File: config.mk
export PLATFORM = sky130hd
export DESIGN_NAME = shift_seq
export DESIGN_NICKNAME = d
export VERILOG_FILES = /design/src/rtl/shift_pkg.sv /design/src/rtl/shift_step.sv /design/src/rtl/shift_seq.sv
export SDC_FILE = /design/constraint.sdc
export NUM_CORES = 1
export LEC_CHECK = 0
export ABC_AREA = 1
export CORE_MARGIN = 2
export CORE_UTILIZATION = 60
export CTS_CLUSTER_DIAMETER = 100
export DETAILED_ROUTE_END_ITERATION = 12
export DONT_BUFFER_PORTS = 1
export PLACE_DENSITY = 0.75
export SLEW_MARGIN = 20
export SYNTH_ARGS = -nofsm -noshare
export SYNTH_HDL_FRONTEND = slang
export SYNTH_HIERARCHICAL = 1
export SYNTH_SLANG_ARGS = --single-unit
File: constraint.sdc
create_clock -name clk -period 1.5 [get_ports clk]
set_input_delay 0.3 -clock clk [delete_from_list [all_inputs] [get_ports clk]]
set_output_delay 0.3 -clock clk [all_outputs]
set_load 0.01 [all_outputs]
File: src/rtl/shift_pkg.sv
// shift_pkg: op and state encodings plus default widths for the shift sequencer.
package shift_pkg;
  localparam int DEF_WIDTH = 16;
  localparam int DEF_AMTW = 4;
  localparam logic [1:0] OP_PASS = 2'b00;
  localparam logic [1:0] OP_LSL = 2'b01;
  localparam logic [1:0] OP_LSR = 2'b10;
  localparam logic [1:0] OP_ASR = 2'b11;
  localparam logic [1:0] S_IDLE = 2'd0;
  localparam logic [1:0] S_SHIFT = 2'd1;
  localparam logic [1:0] S_DONE = 2'd2;
endpackage

File: src/rtl/shift_step.sv
// shift_step: one single-bit shift of data by op, returning the shifted word and the bit pushed out.
module shift_step
  import shift_pkg::*;
#(
  parameter int WIDTH = DEF_WIDTH
) (
  input  logic [1:0]       op_i,
  input  logic [WIDTH-1:0] data_i,
  output logic [WIDTH-1:0] data_o,
  output logic             bit_o
);
  always_comb begin
    data_o = op_i == OP_LSL ? {data_i[WIDTH-2:0], 1'b0} :
             op_i == OP_LSR ? {1'b0, data_i[WIDTH-1:1]} :
             op_i == OP_ASR ? {data_i[WIDTH-1], data_i[WIDTH-1:1]} : data_i;
    bit_o = op_i == OP_LSL ? data_i[WIDTH-1] : op_i == OP_PASS ? 1'b0 : data_i[0];
  end
endmodule

File: src/rtl/shift_seq.sv
// shift_seq: multi-cycle shifter, one bit per clock under a start/done handshake.
// Define SHIFT_SEQ_STICKY_EN to accumulate the OR of all shifted-out bits on sticky.
module shift_seq
  import shift_pkg::*;
#(
  parameter int WIDTH = DEF_WIDTH,
  parameter int AMTW = DEF_AMTW
) (
  input  logic             clk,
  input  logic             reset,
  input  logic             start,
  input  logic [1:0]       op,
  input  logic [AMTW-1:0]  amt,
  input  logic [WIDTH-1:0] din,
  output logic             busy,
  output logic             done,
  output logic [WIDTH-1:0] dout,
  output logic             carry,
  output logic             sticky
);
  logic [1:0]       state_q, state_d;
  logic [1:0]       op_q, op_d;
  logic [AMTW-1:0]  cnt_q, cnt_d;
  logic [WIDTH-1:0] dout_q, dout_d;
  logic             carry_q, carry_d;
  logic [WIDTH-1:0] step_data;
  logic             step_bit;

  shift_step #(.WIDTH(WIDTH)) u_step (
    .op_i  (op_q),
    .data_i(dout_q),
    .data_o(step_data),
    .bit_o (step_bit)
  );

  always_comb begin
    state_d = state_q;
    op_d = op_q;
    cnt_d = cnt_q;
    dout_d = dout_q;
    carry_d = carry_q;
    case (state_q)
      S_IDLE: if (start) begin
        dout_d = din;
        op_d = op;
        cnt_d = amt;
        carry_d = 1'b0;
        state_d = (amt == '0 || op == OP_PASS) ? S_DONE : S_SHIFT;
      end
      S_SHIFT: begin
        dout_d = step_data;
        carry_d = step_bit;
        cnt_d = cnt_q - 1'b1;
        state_d = cnt_q == AMTW'(1) ? S_DONE : S_SHIFT;
      end
      default: state_d = S_IDLE;
    endcase
  end

  always_ff @(posedge clk or posedge reset) begin
    if (reset) begin
      state_q <= S_IDLE;
      op_q <= OP_PASS;
      cnt_q <= '0;
      dout_q <= '0;
      carry_q <= 1'b0;
    end else begin
      state_q <= state_d;
      op_q <= op_d;
      cnt_q <= cnt_d;
      dout_q <= dout_d;
      carry_q <= carry_d;
    end
  end

`ifdef SHIFT_SEQ_STICKY_EN
  logic sticky_q, sticky_d;
  always_comb begin
    sticky_d = sticky_q;
    if (state_q == S_IDLE && start) sticky_d = 1'b0;
    else if (state_q == S_SHIFT) sticky_d = sticky_q | step_bit;
  end
  always_ff @(posedge clk or posedge reset) begin
    if (reset) sticky_q <= 1'b0;
    else sticky_q <= sticky_d;
  end
  assign sticky = sticky_q;
`else
  assign sticky = 1'b0;
`endif

  assign busy = state_q != S_IDLE;
  assign done = state_q == S_DONE;
  assign dout = dout_q;
  assign carry = carry_q;
endmodule

# Word-level counts from Yosys, hierarchy flattened
# Index checks and enable logic that the tools add are counted.
# op_classes
magnitude_cmp,0
addsub,1
mul,0
muxes,15
eq_ne,9
reduce_logical,11
n_div,0
n_shift,0
bitwise,0
# ops
operator,count
two-way mux 16 bit,3
one-hot mux 16 bit (2 select lines),1
two-way mux 15 bit,1
one-hot mux 4 bit (2 select lines),1
== test 2 bit (second input constant),3
zero test 2 bit,3
two-way mux 2 bit,3
AND reduction 3 bit,2
== test 2 x 1 -> 1 bit (second input constant),2
== test 4 x 1 -> 1 bit (second input constant),1
zero test 4 bit,1
two-way mux 4 bit,1
!= test 4 x 1 -> 1 bit (second input constant),1
one-hot mux 2 bit (2 select lines),1
AND reduction 2 bit,2
nonzero test 2 bit,2
subtractor 4 x 1 -> 4 bit (second input constant),1
two-way mux 1 bit,3
!= test 3 x 1 -> 1 bit (second input constant),1
!= test 2 bit (second input constant),1
one-hot mux 1 bit (2 select lines),1
logical OR 1 bit,1
# word_totals
rom_bits,0
mem_count,0
regBits,25
input_bits,25
ram_bits,0
output_inout_bits,20
latch_bits,0
wordCells,42

# Logic depth before layout (Yosys ltp)
# Gate-level depths: netlist of run 1.
# depth
word_depth,5
depth_mapped,10
mapped_depth_nobuf,9

# By module
# The synthesis of run 1 kept the hierarchy.
# by_module_without_submodules
mod,cells_per_inst,n_inst,seq_area_each_um2,area_each_um2
shift_seq,192,1,625.6,1355.0
shift_step,77,1,0.0,415.4

# Worst setup path after synthesis of run 1
# OpenSTA, ideal clock, no wires.
# synth_timing
path_kind,reg2reg
start,reg op_q[0]
end,"reg dout_q[5], in the netlist dout[5]"
path_stages_with_launch,9
t_arrival_ns,0.993
n_path_buf,2
slack_ns,0.390
path_cell_list,dfrtp_1 -> buf_6 -> buf_4 -> nand3_1 -> nand3_1 -> nand2_1 -> nand2_1 -> nand2_1 -> nand2_1
# synth_via
elab_chain_cells,4
word_cells_on_any_way,8
# synth_rtl
element,line_no,rtl
"start, declared",shift_seq.sv:22,"logic [1:0] op_q, op_d;"
"start signal, assigned",shift_seq.sv:69,op_q <= op_d;
== test 2 bit,shift_step.sv:14,"op_i == OP_LSR ? {1'b0, data_i[WIDTH-1:1]} :"
two-way mux 16 bit,shift_step.sv:14,
two-way mux 16 bit (*),shift_step.sv:13,"data_o = op_i == OP_LSL ? {data_i[WIDTH-2:0], 1'b0} :"
via step_data[5],shift_seq.sv:26,logic [WIDTH-1:0] step_data;
one-hot mux 16 bit (2 select lines) (*),shift_seq.sv:42,case (state_q)
"end signal, assigned",shift_seq.sv:71,dout_q <= dout_d;
"end, declared",shift_seq.sv:24,"logic [WIDTH-1:0] dout_q, dout_d;"
# Mark *: on every way through the listed nets, which the timed path passes. The rest lies on a longest branch. The select of a mux whose other input is x is not followed.
# A chain may end at the register's enable or synchronous reset.

# Worst setup path after layout of run 1
# layout_timing
start,reg state_q[0]
end,out busy
# layout_via
elab_chain_cells,1
# layout_rtl
element,line_no,rtl
"start, declared",shift_seq.sv:21,"logic [1:0] state_q, state_d;"
"start signal, assigned",shift_seq.sv:68,state_q <= state_d;
nonzero test 2 bit,shift_seq.sv:92,assign busy = state_q != S_IDLE;
"end, declared",shift_seq.sv:15,"output logic busy,"
# No other way between the ends.

==> results of run 1 <==
-- sequential cells by signal (all words and copies together), names as in the netlist --
register,flops
dout,16
op_q,2
state_q,2
carry,1
cnt_q,4
-- where the power goes --
part | internal [mW] | switching, mW
clock | 0.100 | 0.219
combinational | 0.810 | 1.44
sequential | 1.00 | 0.585
-- worst max-delay path, cell delays in order, from the launching register on --
cell,delay [ns]
sky130_fd_sc_hd__dfrtp_2,0.50
sky130_fd_sc_hd__nor2_2,0.19
sky130_fd_sc_hd__inv_1,0.12
-- per-layer routing --
layer / up-vias / wire, um / track usage [%]
met5: - / 0 / 0
met4: 0 / 51 / 8.638
met3: 5 / 182 / 3.516
met2: 39 / 1875 / 39.49
met1: 740 / 1804 / 33.19
li1: 828 / - / -
-- cells by family after synthesis --
kind of cell,Yosys count,share of synthesized area (%)
buffers and inverters,29,10.39
other,1,0.2118
and+or+nand+nor,200,48.41
DFF,25,35.34
adders and majority gates,2,1.413
AOI/OAI and AO/OA,11,3.745
xor gates and xnor gates,1,0.4948
-- synthesized netlist by cell type, types with 2 or more instances --
cell,instances,area [um^2]
sky130_fd_sc_hd__nor2_1,10,37.54
sky130_fd_sc_hd__o21ai_1,2,10.01
sky130_fd_sc_hd__nand3_2,6,60.06
sky130_fd_sc_hd__ha_1,2,25.02
sky130_fd_sc_hd__inv_1,12,45.04
sky130_fd_sc_hd__o21ai_0,5,25.02
sky130_fd_sc_hd__buf_6,5,56.30
sky130_fd_sc_hd__buf_2,4,20.02
sky130_fd_sc_hd__dfrtp_1,25,625.6
sky130_fd_sc_hd__buf_4,5,37.54
sky130_fd_sc_hd__nand3_1,27,135.1
sky130_fd_sc_hd__nand2_1,153,574.3
-- through the flow --
stage               util, %  hold slack, ns  instances  total power [mW]  cell area, um^2
floorplan                 -          0.3273        269             3.496             1770
global placement      62.30          0.2657        292             3.723             1733
detailed placement    62.30          0.2681        292             3.778             1733
CTS                   63.74          0.1302        297             4.106             1773
global route          64.46          0.1276        298             4.585             1793
finish                64.46          0.1304        298             4.160             1793
-- cell type report --
type | count | area (um^2)
Fill cell | 272 | 988.4
Multi-Input combinational cell | 215 | 970.9
Sequential cell | 25 | 626.9
Timing Repair Buffer | 8 | 62.56
Inverter | 14 | 58.81
Tap cell | 31 | 38.79
Clock buffer | 3 | 22.52
Timing Repair inverter | 1 | 7.507
Clock inverter | 1 | 5.005
-- cells in the final DEF (no fill, tap or decap), drive strengths merged, types with 2 or more instances in the layout --
master    count
nand2       154
dfrtp        25
o21ai         8
nand3        33
nor2         12
inv          13
buf           7
ha            2
clkbuf        3
clkinvlp      2
a21oi         2
-- timing repair --
| action | 4_1_cts | 5_1_grt |
|---|---|---|
| gates resized for setup | 1 | 4 |
| gates cloned | 0 | 1 |
| pin swaps | 0 | 0 |
| endpoints found under the hold margin | 25 | 0 |
| endpoints found under the setup margin | 1 | 18 |
| hold buffers | 1 | 0 |
-- worst max-delay path by stage --
stage	from	endpoint	slack, ns	cells past startpoint
4_1_cts	state_q[1]$_DFFE_PP0P_	cnt_q[1]$_DFFE_PP0P_	0.08	5
3_5_place_dp	state_q[1]$_DFFE_PP0P_	cnt_q[0]$_DFFE_PP0P_	0.12	5
3_3_place_gp	state_q[1]$_DFFE_PP0P_	cnt_q[1]$_DFFE_PP0P_	0.16	5
6_report	state_q[0]$_DFFE_PP0P_	busy	0.07	2
5_1_grt	state_q[0]$_DFFE_PP0P_	busy	0.006	2
2_1_floorplan	op_q[0]$_DFFE_PP0P_	dout[5]$_DFFE_PP0P_	0.39	8
==> impl_table.tex, run 1 <==
\begin{tabular}{lr}
\hline
Metric & Value \\
\hline
\multicolumn{2}{l}{\textbf{Flow run}} \\
Number of violations of the max-capacitance limit & 0 \\
\multicolumn{2}{l}{\textbf{Drt}} \\
Total vias in the final route & 1612 \\
Wire length reported by the detailed router & 3.913 mm \\
TritonRoute pass-1 iters & 4 \\
Antenna-violating nets left & 0 \\
Via density per instance & 5.409 \\
Routed length per instance & 13.13 um \\
DR DRC count & 0 \\
First-iteration detailed-routing DRC count & 75 \\
\multicolumn{2}{l}{\textbf{Worst hold path}} \\
Cells on Worst Hold Path & 2 \\
Terminating pin of the worst hold path & op\_q[0]\$\_DFFE\_PP0P\_ \\
Start point of the worst min-delay path & op[0] \\
Worst min-delay path class & input port to register \\
\multicolumn{2}{l}{\textbf{Global routing}} \\
Via count of the first global-routing pass & 1468 \\
Remaining global-route overflow & 0 \\
First-pass GRT wire length & 6.541 mm \\
Total Routing Usage GR & 24.30\% \\
Maximum number of pins on one net before global-route repair & 26 \\
Antenna violations before repair & 0 \\
\multicolumn{2}{l}{\textbf{Critical path}} \\
Setup Crit Path Kind & register to primary output \\
Category of the worst setup path capture point & primary output \\
Flop2flop setup slack & 0.13 ns \\
Number of cells traversed by the worst register-to-register path & 5 \\
Biggest fanout along the worst timing path & 6 \\
Arrival time at the worst endpoint & 1.13 ns \\
Critical register-to-register path startpoint & state\_q[0]\$\_DFFE\_PP0P\_ \\
R2R Path End & cnt\_q[2]\$\_DFFE\_PP0P\_ \\
Required time of the worst setup path & 1.20 ns \\
Startpoint type of the worst setup path & register \\
\multicolumn{2}{l}{\textbf{Clock tree}} \\
CTS buffer count & 3 \\
Clock tree sinks & 25 \\
Worst-case clock buffer depth & 2 \\
Clock transition at the registers of the reported paths & 0.14 ns \\
Latest clock arrival within the worst-skew pair & 0.33 ns \\
Setup fix buffers added after clock tree synthesis & 0 \\
Master cell of the clock root buffer & sky130\_fd\_sc\_hd\_\_clkbuf\_4 \\
CTS tree & yes \\
Number of H-tree levels & 1 \\
\multicolumn{2}{l}{\textbf{Power}} \\
Peak supply drop & 1.374 mV \\
Power density relative to cell area & 2320 nW/um\^{}2 \\
Lkg Pwr & 0.9928 nW \\
\multicolumn{2}{l}{\textbf{STA}} \\
Total of endpoints with negative setup slack in the final report & 0 \\
Maximum clock frequency & 0.6989 GHz \\
Setup\_tns & 0 ns \\
Final Hold Vio Count & 0 \\
Slew Viols, Final & 0 \\
Setup repair after global routing missed its margin & false \\
Final Skew & 0.003988 ns \\
Min cycle time layout & 1.431 ns \\
Worst setup slack after layout & 0.06916 ns \\
Period Utilization, post-route & 95.39\% \\
\multicolumn{2}{l}{\textbf{Floorplan}} \\
Vertical die dimension & 58.32 um \\
I/O pin count & 45 \\
Floorplan die width & 58.32 um \\
Floorplan Core Area & 2781 um\^{}2 \\
Core Rows & 19 \\
Die outline area & 3401 um\^{}2 \\
Effective utilization at floorplan & 63.65\% \\
\multicolumn{2}{l}{\textbf{Cells and area}} \\
Fraction of final layout cells sized beyond drive strength 1 & 10.86\% \\
Net count, final & 295 \\
P\&R area growth vs syn & 1.272\% \\
Final antenna diode count & 0 \\
\multicolumn{2}{l}{\textbf{Synthesis}} \\
Count of flip-flops with a built-in enable after synthesis & 0 \\
Post-synth design cell area & 1770 um\^{}2 \\
Leading register cell type out of synthesis & sky130\_fd\_sc\_hd\_\_dfrtp\_1 \\
Number of nets in the synthesized netlist & 296 \\
Fraction of synthesis flops using an asynchronous set or reset pin & 100.0\% \\
Yosys cell types & 25 \\
Post-synthesis register bit count & 25 \\
Synthesis Warnings & 6 \\
Average size of a mapped cell & 6.582 um\^{}2 \\
Number of standard cells after synthesis & 269 \\
Sequential fraction of the synthesis area & 35.34\% \\
\multicolumn{2}{l}{\textbf{Place}} \\
Dpl hpwl & 2.577 mm \\
Port buffer count & 0 \\
Placer congestion estimate & 0.7360 \\
Worst setup timing slack at the placement stage & 0.1195 ns \\
\multicolumn{2}{l}{\textbf{Status}} \\
Outcome & finished clean \\
\hline
\end{tabular}
No activity file was read; power rests on OpenSTA's default activity.
==> run 2: changes to the inputs <==
--- a/config.mk
+++ b/config.mk
@@ -6,6 +6,7 @@
 export NUM_CORES = 1
 export LEC_CHECK = 0
 export ABC_AREA = 1
+export CAP_MARGIN = 5
 export CORE_MARGIN = 2
 export CORE_UTILIZATION = 60
 export CTS_CLUSTER_DIAMETER = 100
==> results of run 2 <==
No change in the layout: final DEF, timing and power equal those of run 1.
